File: src/rtl/csa_operand_recover.sv
// csa_operand_recover: bit-serial recovery of B = {cout,S} - A - cin, LSB first, with range check.
// Optional CSA_RECOVER_SAT_EN forces B to 0 whenever err is set.
module csa_operand_recover (
   input  logic       clk,
   input  logic       rst_n,
   input  logic       start,
   input  logic [3:0] A,
   input  logic [1:0] cin,
   input  logic [3:0] S,
   input  logic [1:0] cout,
   output logic       busy,
   output logic       done,
   output logic [3:0] B,
   output logic       err
);
   typedef enum logic [1:0] {IDLE, SUB, DONE} state_t;
   state_t     state_q;
   logic [5:0] t_q, x_q, r_q, r_d;
   logic [2:0] cnt_q;
   logic       bw_q, bw_d, d_bit, busy_q, done_q, err_q, err_d;
   logic [3:0] b_q, b_d;
   always_comb begin
      d_bit = t_q[cnt_q] ^ x_q[cnt_q] ^ bw_q;
      bw_d  = (~t_q[cnt_q] & (x_q[cnt_q] | bw_q)) | (x_q[cnt_q] & bw_q);
      r_d   = {d_bit, r_q[5:1]};
      err_d = bw_d | (r_d[5:4] != 2'b00);
`ifdef CSA_RECOVER_SAT_EN
      b_d   = err_d ? 4'h0 : r_d[3:0];
`else
      b_d   = r_d[3:0];
`endif
   end
   always_ff @(posedge clk or negedge rst_n) begin
      if (!rst_n) begin
         state_q <= IDLE;
         t_q     <= '0;
         x_q     <= '0;
         r_q     <= '0;
         cnt_q   <= '0;
         bw_q    <= 1'b0;
         busy_q  <= 1'b0;
         done_q  <= 1'b0;
         b_q     <= '0;
         err_q   <= 1'b0;
      end else begin
         case (state_q)
            IDLE: if (start) begin
               t_q     <= {cout, S};
               x_q     <= {2'b00, A} + {4'b0000, cin};
               r_q     <= '0;
               bw_q    <= 1'b0;
               cnt_q   <= '0;
               busy_q  <= 1'b1;
               state_q <= SUB;
            end
            SUB: begin
               r_q   <= r_d;
               bw_q  <= bw_d;
               cnt_q <= cnt_q + 3'd1;
               // last bit: publish the result on the same edge the final borrow is known
               if (cnt_q == 3'd5) begin
                  b_q     <= b_d;
                  err_q   <= err_d;
                  busy_q  <= 1'b0;
                  done_q  <= 1'b1;
                  state_q <= DONE;
               end
            end
            DONE: begin
               done_q  <= 1'b0;
               state_q <= IDLE;
            end
            default: state_q <= IDLE;
         endcase
      end
   end
   assign busy = busy_q;
   assign done = done_q;
   assign B    = b_q;
   assign err  = err_q;
endmodule
File: config.mk
export PLATFORM = sky130hd
export DESIGN_NAME = csa_operand_recover
export DESIGN_NICKNAME = d
export VERILOG_FILES = /design/src/rtl/csa_operand_recover.sv
export SDC_FILE = /design/constraint.sdc
export NUM_CORES = 1
export LEC_CHECK = 0
export CAP_MARGIN = 20
export CORE_AREA = 4 4 60 62
export CTS_CLUSTER_DIAMETER = 40
export DETAILED_ROUTE_END_ITERATION = 12
export DIE_AREA = 0 0 64 66
export PLACE_DENSITY = 0.67
export SYNTH_ARGS = -nofsm -noshare
export SYNTH_HDL_FRONTEND = slang
export SYNTH_SLANG_ARGS = --single-unit
File: constraint.sdc
create_clock -name clk -period 3 [get_ports clk]
set_input_delay 0.45 -clock clk [delete_from_list [all_inputs] [get_ports clk]]
set_output_delay 0.45 -clock clk [all_outputs]
set_load 0.005 [all_outputs]
* After elaboration in Yosys (flattened, before gate mapping) *
Index checks and enable logic that the tools add are counted.

word-level totals
  output and inout bits = 7
  logic and storage cells = 54
  bits in registers = 31
  input bits = 15

cells by class
  order comparisons = 1
  equal/unequal tests = 5
  $add $sub $neg = 2
  reduce and logical (&&, ||, !) cells = 10
  bitwise gates (word level) = 8
  muxes and demuxes = 18

operators with widths
  kind                                                                   count
  6-bit case mux with 2 select lines                                     1
  2-bit AND reduction                                                    5
  1-bit binary-select mux with 3-bit select                              2
  1-bit 2-to-1 mux                                                       6
  6-bit 2-to-1 mux                                                       1
  1-bit case mux with 2 select lines                                     3
  3-bit case mux with 2 select lines                                     1
  2-bit nonzero test                                                     3
  4-bit by 2-bit adder with 5-bit output                                 1
  3-bit by 4-bit < comparator with 1-bit output (second input constant)  1
  2-bit 2-to-1 mux                                                       2
  2-bit inequality test (second input constant)                          2
  2-bit case mux with 2 select lines                                     1
  3-bit by 1-bit adder with 3-bit output (second input constant)         1
  3-bit == test (second input constant)                                  1
  3-bit 2-to-1 mux                                                       1
  1-bit OR                                                               3
  3-bit AND reduction                                                    1
  1-bit AND                                                              2
  2-bit by 1-bit == test with 1-bit output (second input constant)       1
  2-bit == test (second input constant)                                  1
  2-bit zero test                                                        1
  1-bit XOR                                                              2
  1-bit inverter                                                         1

* Depth between registers and ports, before layout *
Gate-level depths: netlist of the first run.

  word-level depth = 6
  depth in mapped cells = 8
  mapped depth without buffers = 7

* Least setup slack after synthesis of the first run *
OpenSTA, ideal clock, no wires.

  path kind = register to register
  from = register cnt_q[0]
  to = register err_q (netlist: err)
  data required time = 2.936 ns
  setup slack = 1.130 ns
  path buffers = 0
  data arrival time = 1.806 ns
  period minus slack after synthesis = 1.870 ns
  setup time = 0.064 ns
  stages on the path, launching flop included = 6
  cells stage by stage = dfrtp_1 -> mux4_2 -> mux2i_1 -> fa_1 -> a21oi_1 -> a21o_1

between the ends
  cells in the longest elaborated chain, start to end = 6
  elaborated cells on any way between the ends = 15
  classes of those cells = eq/ne (1); mux (4); bitwise (8); reduce/logical (2)

ends and longest elaborated chain
  element                                         RTL line  text
  start, declared                                 19        logic [2:0] cnt_q;
  start signal, assigned                          59        cnt_q <= cnt_q + 3'd1;
  1-bit binary-select mux with 3-bit select       23, 24
  1-bit 2-to-1 mux (not written as such)          23, 24
  1-bit OR (tied with other cells)                24        bw_d = (~t_q[cnt_q] & (x_q[cnt_q] | bw_q)) | (x_q[cnt_q] & bw_q);
  1-bit AND or 1-bit XOR (tied branches)          24, 23
  1-bit OR or 2-bit nonzero test (tied branches)  24, 26
  1-bit OR                                        26        err_d = bw_d | (r_d[5:4] != 2'b00);
  end signal, assigned                            63        err_q <= err_d;
  end, declared                                   20        logic bw_q, bw_d, d_bit, busy_q, done_q, err_q, err_d;

Several ways; a longest one is shown, not always the timed one. The select of a mux whose other input is x is not followed.
A chain may end at the register's enable or synchronous reset.

* Worst setup path after layout of the first run *
Ends and elaborated chain as after synthesis.

==> results of run 1 <==
## stage by stage
stage	std cells	hold slack, ns	area, sq um	power, uW
after floorplan	123	0.154	1330	1110
final	193	0.485	1670	1620
after CTS	193	0.486	1670	1650
after global placement	185	0.461	1580	1300
after detailed placement	185	0.465	1580	1310
after global routing	193	0.512	1670	1780
## registers in the layout, indices dropped and copies added (netlist names)
name     count
done         1
state_q      2
err          1
cnt_q        3
busy         1
r_q          5
B            4
x_q          5
t_q          6
bw_q         1
## worst max-delay path: stages (launching register included)
cell,delay [ns]
dfrtp_1,0.50
mux4_2,0.53
mux2i_1,0.19
fa_1,0.46
a21oi_1,0.14
a21o_1,0.10
## cell type report
cell class | instances | area, sq um | area share
clock inverters | 1 | 30.0 | 0.0180
flip-flops and latches | 29 | 726 | 0.435
multi-input cells | 82 | 551 | 0.330
inverters | 7 | 26.3 | 0.0158
repair buffers | 23 | 225 | 0.135
well taps | 44 | 55.1 | 0.0330
clock buffers | 7 | 55.1 | 0.0330
## logic make-up after synthesis
kind of cell	Yosys count	synth area share
muxes	10	0.0894
xor gates and xnor gates	1	0.00659
AOI/OAI and AO/OA	22	0.110
and+or+nand+nor	43	0.140
adders and majority gates	6	0.0677
buffers and inverters	12	0.0405
DFF	29	0.546
## power groups by stage
stage	Clock, uW	Combinational, uW	Sequential (uW)
final	328	579	716
after global routing	359	672	745
after CTS	340	589	717
after detailed placement	0	589	723
after global placement	0	577	719
after floorplan	0	442	667
## cell usage in the layout, fill, tap and decap left out
master and count:
or4_1 1, xor2_1 1, nor2_1 5, a21o_1 1, mux2i_1 4, or3b_1 1
o21ai_0 8, a22o_1 6, inv_1 7, clkbuf_8 1, nand4b_1 1, o21a_1 1
buf_4 2, nor2b_1 1, a21oi_1 2, dfrtp_1 29, o31ai_1 1, a31oi_1 1
clkbuf_4 5, bufinv_16 1, clkbuf_1 1, o211ai_1 1, nor3b_1 1, nand3_1 1
mux2_2 5, nand2_1 31, ha_1 4, o21bai_1 1, nand3b_1 1, mux4_2 1
clkdlybuf4s50_1 21, fa_1 2
## worst max path at each step
stage                        start     end  slack (ns)  cells past startpoint
final                     cnt_q[0]     err        1.02                      5
after global routing      cnt_q[0]     err        0.84                      5
after CTS                 cnt_q[0]     err        1.01                      5
after detailed placement     start  x_q[3]        0.81                      4
after global placement       start  x_q[3]        0.83                      4
after floorplan           cnt_q[0]     err        1.13                      5
## per-layer routing
metal	routed length, um	share of wire
met4	21	0.0095
met2	942	0.43
met3	130	0.059
met5	0	0
met1	1120	0.51
==> out/metrics.cfg, run 1 <==
[global_routing]
grt_pass1_vias = 890
use_met3 = 0.0595
use_met1 = 0.161
antenna_found_initial = 0
grtUsageTotal = 0.121
use_met2 = 0.174
grt_overflow = 0
grt_max_degree = 30
busiest_layer = met2
grt_pass1_wl_mm = 3.87

[layout]
fin_util = 0.551
drive_gt1_frac = 0.101
antenna_cells = 0
fill_cells = 277
layout.nets = 169
area_delta_synth_final_pct = 25.4

[worst_hold_path]
hold-path-endpoint = t_q[4]
holdPathStages = 2
min-delay-start = t_q[4]
hp-class = reg -> reg

[timing]
tightestPinTransition_ns = 0.744
period_needed_ns = 1.98
fin_skew_ns = 0.00200
fin_ws_ns = 1.02
fmax_mhz = 505
hold_viol_final = 0
min_period_over_period = 0.660
setup_viol = 0
relSlewSlack = 0.503
final.setup.tns_ns = 0
rsz0062_at_grt = false
slew_violations = 0

[logic_synthesis]
syn_inst = 123
yosys-top-cells-area = dfrtp_1, nand2_1, mux2_2, a22o_1, ha_1
synth_top_flop_cell = dfrtp_1
synthTopCellsByCount = nand2_1, dfrtp_1, o21ai_0
synth_nets = 144
synth_top_area_frac = 0.546
yosysSeqAreaShare = 0.546
synth_area_per_cell_sq_um = 10.8
synth_warnings = 0
synth-seq-cells = 29
yosys.cell_count.top_type = nand2_1
synth_edf_count = 0
syn-cell-area_sq_um = 1330
synth_area_leader_cell = dfrtp_1
async_reset_ff_frac = 1.00
synth.distinct_cells = 29

[worst_setup_path]
path_class = reg -> reg
critPathArrivalTime_ns = 2.24
cp-end-kind = flop
r2r_slack_ns = 1.02
cp.required_ns = 3.26
crit_fanout = 8
r2r_start = cnt_q[0]
cp-start-kind = flop
r2r-end = err
reg2reg_depth = 5

[route]
ant_nets = 0
drt_first_pass_iters = 4
detail_route.iter0.violations = 50
vias_per_cell = 4.77
drc = 0
vias = 920
routed_wl_mm = 2.21
wl_per_cell_um = 11.5

[floorplan]
die_w_um = 64
placementRows = 20
dieArea_sq_um = 4220
ios = 22
core-area_sq_um = 3030
dieHeight_um = 66
initial_utilization = 0.439

[placed_design]
place_ws_ns = 0.808
portBuffers = 21
hpwl_mm = 1.60
gp_congestion = 0.728

[cts]
clk_latency_ns = 0.32
clkTransAtPathRegs_ns = 0.09
root_buffer = clkbuf_4
numCtsBuffers = 5
cts_tree = yes
htreeDepth = 2
cts_hold_buf = 0
clockBufferDepth = 2
cts_resized = 0
clock-sinks = 29
cts_setup_buffers = 0

[job]
cap_violations = 0

[pwr]
power.share.clock = 0.202
ir_worst_vdd_v = 0.000349
leakage_uw = 0.000785
seqPwrFrac = 0.441
p_int_uw = 1100
power_density_nw_per_um2 = 973
p_sw_uw = 521
sw_frac_of_total = 0.321
comb_power_share = 0.357

[run_status]
status = completed

(Power assumes the default switching activity.)
==> run 2, diff against run 1 <==
PLACE_DENSITY = 0.69   (was 0.67)
clock period = 1.7 ns   (was 3 ns; I/O delays follow)
==> run 2 against run 1 <==
  * The flow now finishes with violations (setup timing)
  * Clock power is 83% higher
  * Setup slack worse by 1.1 ns
  * Clock skew is 0.0079 ns higher
  * Hold slack worse by 0.21 ns
  * Flip-flop and latch count stayed put
  * Combinational power is 120% higher
==> out/metrics.cfg, run 2 (synthesis gave the netlist of run 1 again) <==
[run_status]
status = finished, violations left
violations = setup timing

[worst_setup_path]
path_class = reg -> reg
cp_cell_sequence = mux4_2 > mux2i_1 > fa_2 > a21oi_2 > a21o_1
cp_slowest_cell = mux4_2
critPathArrivalTime_ns = 2.09
crit_fanout = 2
cp-end-kind = flop
cp.required_ns = 1.98
critPathMaxStageDelay_ns = 0.49
cp-start-kind = flop

[job]
cap_violations = 0

[cts]
cts_tree = yes
cts_hold_buf = 0
htreeDepth = 2
clk_latency_ns = 0.34
cts_setup_buffers = 0
root_buffer = clkbuf_4
clockBufferDepth = 2
numCtsBuffers = 5
clock-sinks = 29
clkTransAtPathRegs_ns = 0.10

[floorplan]
placementRows = 20
initial_utilization = 0.439
dieHeight_um = 66
core-area_sq_um = 3030
ios = 22
die_w_um = 64
dieArea_sq_um = 4220

[placed_design]
place_ws_ns = -0.0695
gp_congestion = 0.800
hpwl_mm = 1.97
place_inst = 193
portBuffers = 21

[layout]
layout_commonest_cell = nand2_1
fin_cells = 201
top_regs = t_q (6), r_q (5), x_q (5)
largest_register_ffs = 6
regMostFlops = t_q
fin_util = 0.574
layout.cells.most_common_list = nand2_1, dfrtp_1, clkdlybuf4s50_1
drive_gt1_frac = 0.172
antenna_cells = 0
fill_cells = 261
area_delta_synth_final_pct = 30.6
layout.nets = 177

[route]
ant_nets = 0
vias = 1011
wl_per_cell_um = 13.6
vias_per_cell = 5.03
drt_first_pass_iters = 4
drc = 0
detail_route.iter0.violations = 22
routed_wl_mm = 2.73

[global_routing]
grt_max_degree = 30
grt_overflow = 0
grtUsageTotal = 0.147
grt_pass1_vias = 1047
antenna_found_initial = 0
grt_pass1_wl_mm = 4.72

[timing]
rsz0062_at_grt = true
slew_violations = 0
period_needed_ns = 1.81
fin_ws_ns = -0.110
tightestPinTransition_ns = 0.391
hold_slack_ns = 0.279
setup_viol = 2
fin_skew_ns = 0.00995
min_period_over_period = 1.06
fmax_mhz = 553
hold_viol_final = 0
relSlewSlack = 0.739

[worst_hold_path]
hp-class = in -> async

[pwr]
ir_worst_vdd_v = 0.000877
leakage_uw = 0.000819
finalPower_uw = 3080
power_density_nw_per_um2 = 1780

==> run 2: timing repair <==
action / 4_1_cts / 5_1_grt
setup endpoints to repair: 2 / 3
resized for setup: 0 / 3
pin swaps: 0 / 1
==> run 2: report_power, final <==
part           internal (uW)  switching (uW)  leakage [uW]  total (uW)
clock network            351             248     0.0000455         599
registers               1010             217      0.000358        1230
logic                    684             572      0.000415        1260
total                   2050            1040      0.000819        3080
==> run 2: cell type report <==
cell class / instances / area [sq um] / share of cell area
inverter: 7 / 26.3 / 0.0151
multi-input combinational: 82 / 557 / 0.321
sequential: 29 / 728 / 0.419
timing repair buffer: 31 / 285 / 0.164
tap: 44 / 55.1 / 0.0317
clock buffer: 7 / 55.1 / 0.0317
clock inverter: 1 / 30.0 / 0.0173
==> run 2: worst paths after layout <==
path | cells past startpoint | slack (ns) | end | start
max in group asynchronous | 2 | 1.13 | cnt_q[0] | rst_n
setup reg to reg | 5 | -0.11 | err | cnt_q[0]
hold reg to reg | 2 | 0.48 | t_q[3] | t_q[3]
min in group clk | 3 | 0.44 | t_q[1] | S[1]
hold / removal | 2 | 0.28 | x_q[3] | rst_n
setup / recovery | 5 | -0.11 | err | cnt_q[0]
==> run 2: through the flow <==
| step | instance area, sq um | setup TNS, ns |
|---|---|---|
| floorplan | 1330 | -0.108 |
| CTS | 1730 | -0.150 |
| global placement | 1640 | -0.0514 |
| detailed placement | 1640 | -0.209 |
| global route | 1740 | -0.319 |
| finish | 1740 | -0.190 |
==> run 2: worst max-delay path, delay by kind of cell, from the launching register on <==
family / cells / cell delay [ns]
fa+ha+maj: 1 / 0.48
flops: 1 / 0.39
mux: 2 / 0.67
compound gates: 2 / 0.21
==> run 2: layer usage <==
layer	up-vias	global-route usage	wire length, um	share of wire
met1	487	0.185	1220	0.45
met2	33	0.228	1280	0.47
met3	8	0.0425	160	0.059
li1	483	-	-	-
met5	-	0	0	0
met4	0	0.0809	63	0.023
==> run 3, diff against run 2 <==
PLACE_DENSITY = default   (was 0.69)
PLACE_DENSITY_LB_ADDON = 0.1   (was default)
==> run 3 against run 2 <==
  * The run still ends with setup timing left
  * Final area down 2.7%
  * Final cell count down 0.50%
  * Setup slack better by 0.015 ns
  * Register-to-register slack better by 0.02 ns
  * Die area unchanged
  * Hold slack better by 0.0089 ns
  * Critical path depth unchanged
  * Combinational power down 5%
  * Global-route usage down 0.25 points
  * First-iteration DRC count up 23%
  * Critical path type unchanged
  * Largest cell class unchanged
  * Largest power group is now registers
  * Highest routed layer unchanged
==> out/metrics.cfg, run 3 (synthesis gave the netlist of run 1 again) <==
[run_status]
status = finished, violations left
violations = setup timing

[pwr]
power.share.clock = 0.142
power_density_nw_per_um2 = 1660
p_sw_uw = 974
p_int_uw = 1830
comb_power_share = 0.427
ir_worst_vdd_v = 0.000778
sw_frac_of_total = 0.347
seqPwrFrac = 0.431
leakage_uw = 0.000801

[placed_design]
gp_congestion = 0.756
hpwl_mm = 1.91
portBuffers = 21
place_ws_ns = -0.105

[worst_setup_path]
cp.required_ns = 1.97
reg2reg_depth = 5
crit_fanout = 2
cp-start-kind = flop
path_class = reg -> reg
critPathArrivalTime_ns = 2.06
cp-end-kind = flop

[layout]
layout.nets = 176
largest_register_ffs = 6
layout.cells.most_common_list = nand2_1, dfrtp_1, clkdlybuf4s50_1
top_regs = t_q (6), r_q (5), x_q (5)
area_delta_synth_final_pct = 27.0
fin_util = 0.558
drive_gt1_frac = 0.154
regMostFlops = t_q
fill_cells = 282
antenna_cells = 0
layout_commonest_cell = nand2_1

[timing]
fin_skew_ns = 0.0126
fin_ws_ns = -0.0943
fmax_mhz = 557
slew_violations = 0
min_period_over_period = 1.06
hold_viol_final = 0
tightestPinTransition_ns = 0.708
relSlewSlack = 0.527
rsz0062_at_grt = true
period_needed_ns = 1.79
setup_viol = 2

[cts]
clk_latency_ns = 0.33
clockBufferDepth = 2
numCtsBuffers = 5
clock-sinks = 29
cts_setup_buffers = 0
root_buffer = clkbuf_4
clkTransAtPathRegs_ns = 0.10
cts_hold_buf = 0
cts_tree = yes
htreeDepth = 2

[global_routing]
grt_max_degree = 30
grt_pass1_vias = 1033
grtUsageTotal = 0.145
grt_pass1_wl_mm = 4.60
grt_overflow = 0
antenna_found_initial = 0

[floorplan]
initial_utilization = 0.439
ios = 22
die_w_um = 64
dieHeight_um = 66
core-area_sq_um = 3030
placementRows = 20
dieArea_sq_um = 4220

[route]
vias = 962
drc = 0
drt_first_pass_iters = 4
vias_per_cell = 4.81
wl_per_cell_um = 12.9
ant_nets = 0
detail_route.iter0.violations = 27
routed_wl_mm = 2.58

[job]
cap_violations = 0

[worst_hold_path]
hp-class = in -> async

run 3: what timing repair did:
action | 4_1_cts | 5_1_grt
cloned | 0 | 0
endpoints found under the setup margin | 2 | 3
pin swaps | 0 | 0
gates resized for setup | 0 | 1
run 3: power groups by stage:
| stage | clock, uW | combinational, uW | sequential (uW) |
|---|---|---|---|
| 6_report | 399 | 1200 | 1210 |
| 5_1_grt | 451 | 1370 | 1250 |
| 4_1_cts | 417 | 1230 | 1210 |
| 3_5_place_dp | 0 | 1220 | 1230 |
| 3_3_place_gp | 0 | 1180 | 1210 |
| 2_1_floorplan | 0 | 783 | 1180 |
run 3: stage by stage:
| stage | hold slack (ns) | power [uW] | TNS (ns) | area [sq um] | instances |
|---|---|---|---|---|---|
| floorplan | -0.0406 | 1960 | -0.108 | 1330 | 123 |
| global placement | 0.459 | 2400 | -0.0754 | 1640 | 192 |
| detailed placement | 0.461 | 2450 | -0.260 | 1640 | 192 |
| CTS | 0.294 | 2860 | -0.206 | 1690 | 200 |
| global route | 0.324 | 3080 | -0.414 | 1690 | 200 |
| finish | 0.288 | 2810 | -0.147 | 1690 | 200 |
run 3: layout make-up:
cell class,count,area (sq um),share of cell area
Multi-Input combinational cell,82,551,0.326
Timing Repair Buffer,30,278,0.164
Tap cell,44,55.1,0.0326
Sequential cell,29,728,0.431
Clock buffer,6,41.3,0.0244
Clock inverter,2,10.0,0.00593
Inverter,7,26.3,0.0156
run 3: worst max-delay path, cell delays in order (launching register included):
cell     delay, ns
dfrtp_2       0.38
mux4_2        0.48
mux2i_1       0.18
fa_1          0.46
a21oi_1       0.15
a21o_1        0.10
run 3: metal layers:
metal	GRT usage	vias to the layer above	share of wire
li1	-	479	-
met1	0.176	454	0.45
met2	0.226	20	0.47
met3	0.0544	9	0.050
met4	0.0701	0	0.031
met5	0	-	0
run 3: worst paths after layout:
| path | start | endpoint | slack [ns] |
|---|---|---|---|
| hold / removal | rst_n | x_q[4] | 0.29 |
| setup reg to reg | cnt_q[0] | err | -0.09 |
| min in group clk | S[3] | t_q[3] | 0.45 |
| max in group asynchronous | rst_n | cnt_q[0] | 1.11 |
| hold reg to reg | t_q[3] | t_q[3] | 0.48 |
| setup / recovery | cnt_q[0] | err | -0.09 |
